`src/rtl/mem_if_pkg.sv`:
```
// Shared types and constants for the cache-to-memory port arbiter.
package mem_if_pkg;

  typedef enum logic [1:0] {
    IDLE = 2'd0,
    BUSY = 2'd1,
    DONE = 2'd2
  } arb_state_e;

  localparam int LINE_W     = 256;
  localparam int MEM_ADDR_W = 32;

  localparam int DCACHE = 0;
  localparam int ICACHE = 1;

endpackage

```
`src/rtl/mem_port_arbiter_rr_arb2.sv`:
```
// Two-request round-robin picker: grants the port not granted last on a tie.
module rr_arb2
  import mem_if_pkg::*;
(
  input  logic [1:0] i_req,
  input  logic       i_last,
  input  logic       i_update,
  output logic [1:0] o_grant
);

  always_comb begin
    o_grant = 2'b00;
    if (i_update) begin
      case (i_req)
        2'b01:   o_grant = 2'b01;
        2'b10:   o_grant = 2'b10;
        // i_last is the index of the previous winner; ICACHE last means DCACHE now
        2'b11:   o_grant = i_last ? 2'b01 : 2'b10;
        default: o_grant = 2'b00;
      endcase
    end
  end

endmodule

```
`src/rtl/mem_port_arbiter.sv`:
```
// Shares one cache-line memory port between the dcache (port 0) and icache (port 1),
// one transaction at a time, with a sticky timeout flag.
module mem_port_arbiter
  import mem_if_pkg::*;
#(
  parameter int ADDR_W  = MEM_ADDR_W,
  parameter int DATA_W  = LINE_W,
  parameter int TIMEOUT = 64
) (
  input  logic              clk_i,
  input  logic              rst_i,
  input  logic              p0_enable_i,
  input  logic              p0_write_i,
  input  logic [ADDR_W-1:0] p0_addr_i,
  input  logic [DATA_W-1:0] p0_data_i,
  output logic [DATA_W-1:0] p0_data_o,
  output logic              p0_ack_o,
  input  logic              p1_enable_i,
  input  logic              p1_write_i,
  input  logic [ADDR_W-1:0] p1_addr_i,
  input  logic [DATA_W-1:0] p1_data_i,
  output logic [DATA_W-1:0] p1_data_o,
  output logic              p1_ack_o,
  output logic              mem_enable_o,
  output logic              mem_write_o,
  output logic [ADDR_W-1:0] mem_addr_o,
  output logic [DATA_W-1:0] mem_data_o,
  input  logic [DATA_W-1:0] mem_data_i,
  input  logic              mem_ack_i,
  output logic [1:0]        grant_o,
  output logic              err_o
);

  localparam int CNT_W = $clog2(TIMEOUT + 1);

  arb_state_e        r_state;
  arb_state_e        w_state_nxt;
  logic              r_last;
  logic [1:0]        r_grant;
  logic [ADDR_W-1:0] r_addr;
  logic [DATA_W-1:0] r_data;
  logic              r_write;
  logic [CNT_W-1:0]  r_cnt;
  logic              r_err;

  logic [1:0]        w_win;
  logic              w_start;
  logic              w_busy;
  logic [CNT_W-1:0]  w_cnt_nxt;

  rr_arb2 u_rr_arb2 (
    .i_req    ({p1_enable_i, p0_enable_i}),
    .i_last   (r_last),
    .i_update (r_state == IDLE),
    .o_grant  (w_win)
  );

  assign w_start   = |w_win;
  assign w_busy    = (r_state == BUSY);
  assign w_cnt_nxt = (r_cnt == CNT_W'(TIMEOUT)) ? r_cnt : r_cnt + 1'b1;

  always_ff @(posedge clk_i) begin
    if (rst_i) r_state <= IDLE;
    else       r_state <= w_state_nxt;
  end

  always_comb begin
    w_state_nxt = r_state;
    case (r_state)
      IDLE:    if (w_start) w_state_nxt = BUSY;
      BUSY:    if (mem_ack_i) w_state_nxt = DONE;
      DONE:    w_state_nxt = IDLE;
      default: w_state_nxt = IDLE;
    endcase
  end

  always_ff @(posedge clk_i) begin
    if (rst_i) begin
      r_last  <= 1'b1;
      r_grant <= 2'b00;
      r_addr  <= '0;
      r_data  <= '0;
      r_write <= 1'b0;
      r_cnt   <= '0;
      r_err   <= 1'b0;
    end else begin
      case (r_state)
        IDLE: if (w_start) begin
          r_grant <= w_win;
          r_last  <= w_win[ICACHE];
          r_addr  <= w_win[ICACHE] ? p1_addr_i  : p0_addr_i;
          r_data  <= w_win[ICACHE] ? p1_data_i  : p0_data_i;
          r_write <= w_win[ICACHE] ? p1_write_i : p0_write_i;
          // r_cnt holds the number of the current BUSY cycle, starting at 1
          r_cnt   <= CNT_W'(1);
        end
        BUSY: begin
          r_cnt <= w_cnt_nxt;
          if (!mem_ack_i && w_cnt_nxt == CNT_W'(TIMEOUT)) r_err <= 1'b1;
        end
        DONE:    r_grant <= 2'b00;
        default: ;
      endcase
    end
  end

  assign mem_enable_o = w_busy;
  assign mem_write_o  = w_busy & r_write;
  assign mem_addr_o   = r_addr;
  assign mem_data_o   = r_data;
  assign grant_o      = r_grant;
  assign err_o        = r_err;
  assign p0_ack_o     = w_busy & mem_ack_i & r_grant[DCACHE];
  assign p1_ack_o     = w_busy & mem_ack_i & r_grant[ICACHE];
  assign p0_data_o    = mem_data_i;
  assign p1_data_o    = mem_data_i;

endmodule

```
`config.mk`:
```
export PLATFORM = sky130hd
export DESIGN_NAME = mem_port_arbiter
export DESIGN_NICKNAME = d
export VERILOG_FILES = /design/src/rtl/mem_if_pkg.sv /design/src/rtl/mem_port_arbiter_rr_arb2.sv /design/src/rtl/mem_port_arbiter.sv
export SDC_FILE = /design/constraint.sdc
export NUM_CORES = 1
export LEC_CHECK = 0
export CAP_MARGIN = 20
export CORE_AREA = 2 2 642 644
export DETAILED_ROUTE_END_ITERATION = 10
export DIE_AREA = 0 0 644 646
export PLACE_DENSITY_LB_ADDON = 0.2
export SLEW_MARGIN = 5
export SYNTH_ARGS = -nofsm -noshare
export SYNTH_HDL_FRONTEND = slang
export SYNTH_SLANG_ARGS = --single-unit
```
`constraint.sdc`:
```
create_clock -name clk_i -period 1.51 [get_ports clk_i]
set_input_delay 0.3775 -clock clk_i [delete_from_list [all_inputs] [get_ports clk_i]]
set_output_delay 0.3775 -clock clk_i [all_outputs]
set_load 0.1 [all_outputs]
```
==> summary.txt, run 1 <==
Detailed routing
  • 1st-iter DRT viols: between 600 and 700
  • Vias per cell: between 2 and 2.5
  • Antenna Nets Post-Route: 0
  • Initial DRT Pass Iterations: 5
  • DRC errors left: 0
  • Routed via count: around 17000
  • WL/cell: between 30 and 40 µm
  • Routed wire length: about 240 mm

CTS
  • Post-CTS Hold Buffers: 0
  • CTS Sinks: just over 300
  • Clk slew on worst S/H paths: 0.06 ns
  • Clock buffer count from CTS: between 40 and 50
  • Root buffer cell: clkbuf_16
  • CTS tree: done
  • H-tree depth: 2
  • Clock Latency Late Sink: about 0.72 ns
  • Clock Tree Buf Depth: 3

STA
  • PnR worst setup slack: -0.6725 ns
  • Slew Limit Headroom: 65.41%
  • Slew @ Worst Pin: around 0.52 ns
  • Final Hold Vio Count: 0
  • Fin crit share: 144.5%
  • Fmax: 458.2 MHz
  • Period minus WS final: 2.182 ns
  • Slew Limit Fails: 0
  • Worst Skew: 0.04484 ns
  • Setup TNS: -200.02 ns
  • Unrepaired setup endpoints after global routing: yes
  • Endpoints failing setup: roughly 600

Synthesis
  • Syn Area/Cell: 9.105 µm²
  • Largest cells by area after synthesis: dfxtp_1 (35%), buf_4 (22%), mux2i_1 (17%)
  • Syn_nets: approximately 2700
  • Post-Synthesis Cell Area: about 0.017 mm²
  • Post-synth top area share: about a third
  • Distinct cells, synth: 38
  • Register area share after synthesis: a little over a third
  • Seq cells post-synth: 302
  • Ys Warns: 0
  • Cells after Synth: approximately 1900
  • Area leader, netlist: dfxtp_1

Power
  • Cell Pwr Density: roughly 1100 mW/mm²
  • Total power: 42060 µW
  • VDD IR max: just over 0.0009 V
  • Pleak: around 0.014 µW

Hold path
  • Hold Path Class: input pin to flip-flop

Worst setup path
  • Slowest-stage cell, CP: dfxtp_2
  • WS Path Type: flip-flop to output port
  • Worst path bufs/invs: 3
  • CP required: between 1 and 1.5 ns
  • CP cell instances: buf_6, nand2b_4, inv_6, and3_4, buf_12
  • Critical path data arrival time: 1.80 ns
  • Cell family with most CP delay: buffers and inverters
  • Critical Path End Type: output port
  • Crit-path max FO: 4
  • Slowest cell delay on critical path: between 0.3 and 0.4 ns
  • R2r setup slk: -0.65 ns
  • Crit start category: flip-flop

Final layout
  • P&R area growth vs syn: 124.6%
  • Fin area: 0.03872 mm²
  • Fin nets: roughly 3300
  • Filler cells: roughly 47000
  • Layout Cells excl Fill: 7950
  • Share of cells above drive strength 1: between 40% and 50%

Global routing
  • Initial antenna violation count: around 210
  • Global route total overflow: 0
  • Vias in the first global route: around 17000
  • Largest net degree at the start of global routing: 53
  • First-pass GRT wire length: approximately 280 mm
  • Total GRT Usage: ~11%

Placement
  • Port bufs: around 880
  • Dpl hpwl: just over 200 mm
  • Routability congestion estimate from global placement: ~0.74
  • Placed cell count: around 7700
  • Dpl ws: -0.7747 ns
  • Post-DP Area: ~0.033 mm²

Die
  • Core ar.: 0.4087 mm²
  • Die ar.: 0.4160 mm²
  • Starting Density: about 4.2%
  • Die X: 644 µm
  • # IOs: roughly 1600
  • Die Y: ~650 µm
  • # rows: 235

Run status
  • Failing checks: setup timing
  • Status: finished with violations

Run
  • Max_cap viols: 0
## cell type report
type / count / area, µm² / area share [%]
well taps: 5451 / 6820 / 17.61
clock inverters: 12 / 222.7 / 0.5752
multi-input cells: 940 / 7502 / 19.38
clock buffers: 76 / 1438 / 3.713
flip-flops and latches: 302 / 6516 / 16.83
repair buffers: 1156 / 16180 / 41.78
diodes: 8 / 20.02 / 0.05170
inverters: 5 / 23.77 / 0.06140
## power by group
part           switching, µW  leakage (µW)  internal [µW]
clock                   5240      0.000795           7080
sequential              1130       0.00260           9120
combinational          11200        0.0107           8310
total                  17600        0.0141          24500
## through the flow
step	utilization [%]	hold slack, ns
global placement	7.983	0.5102
finish	9.474	0.1923
floorplan	-	0.4703
CTS	9.154	0.1098
detailed placement	7.983	0.5265
global route	9.470	0.1349
## worst reg2reg max path, cell delays in order (launching register included)
cell and delay [ns]:
dfxtp_2 0.32, buf_4 0.13, buf_6 0.10, buf_6 0.10, buf_6 0.11, nor2_4 0.09
buf_12 0.12, o21a_4 0.17, buf_12 0.17, buf_16 0.20, buf_12 0.13, clkbuf_16 0.14
buf_12 0.11, buf_12 0.10, a211oi_1 0.06
## per-layer routing
| layer | global-route usage, % | up-vias | wire (µm) |
|---|---|---|---|
| li1 | - | 7234 | - |
| met1 | 8.967 | 7921 | 69140 |
| met2 | 19.70 | 1587 | 120000 |
| met3 | 9.723 | 611 | 45100 |
| met4 | 1.750 | 117 | 5866 |
| met5 | 1.399 | - | 1513 |
## path summary, 6_finish.rpt
path              cells after the start             from               to
hold / removal                        2            rst_i   mem_data_o[27]
setup reg to reg                     14       r_state[1]   mem_data_o[21]
setup / recovery                      5       r_state[1]         p1_ack_o
hold reg to reg                       2  mem_data_o[190]  mem_data_o[190]
## kinds of logic after synthesis
kind of cell               synth area share, %
AOI/OAI and AO/OA                        13.65
adders and majority gates               0.1452
muxes                                    16.78
DFF                                      35.08
xor gates and xnor gates                0.1525
buffers and inverters                    26.60
and+or+nand+nor                          7.593
## state kept, by name, summed over array words and instances (netlist names)
register	count
err_o	1
grant_o	2
mem_addr_o	32
mem_data_o	256
r_cnt	7
r_last	1
r_state	2
r_write	1
## what timing repair did
item | in CTS | in global routing
setup endpoints to repair | 587 | 595
resized for setup | 516 | 159
pin swaps | 117 | 113
cloned | 41 | 20
setup buffers | 82 | 42
## synth_stat cells, drive strengths merged
cell type	number
buf	602
dfxtp	302
nor2	297
a211oi	289
mux2i	289
clkbuf	43
a21oi	9
o21ai	9
nand3	8
inv	5
nand2	5
and2	3
o21a	3
or3	3
a31oi	2
and3	2
ha	2
nand2b	2
nor3	2
or4b	2
xor2	2
a211o	1
a21o	1
dlygate4sd1	1
nand3b	1
nor2b	1
o2111ai	1
o211ai	1
o31ai	1
o32ai	1
or2	1
or2b	1
xnor2	1
## placed cells by master (no fill, tap or decap), drive strengths merged, types with 8 or more instances in the layout
cell type / Yosys / layout
mux2i: 289 / 289
clkdlybuf4s50: 0 / 581
clkbuf: 43 / 93
buf: 602 / 557
nand3: 8 / 8
diode: 0 / 8
a211oi: 289 / 289
nor2: 297 / 297
a21oi: 9 / 9
o21ai: 9 / 9
dfxtp: 302 / 302
Power figures use the tool's default switching activity.
==> run 2: changes to the inputs <==
- ABC_CLOCK_PERIOD_IN_PS: not set -> 1510
==> results of run 2 <==
Same layout as run 1: the final DEF is identical, and so are final timing and power.
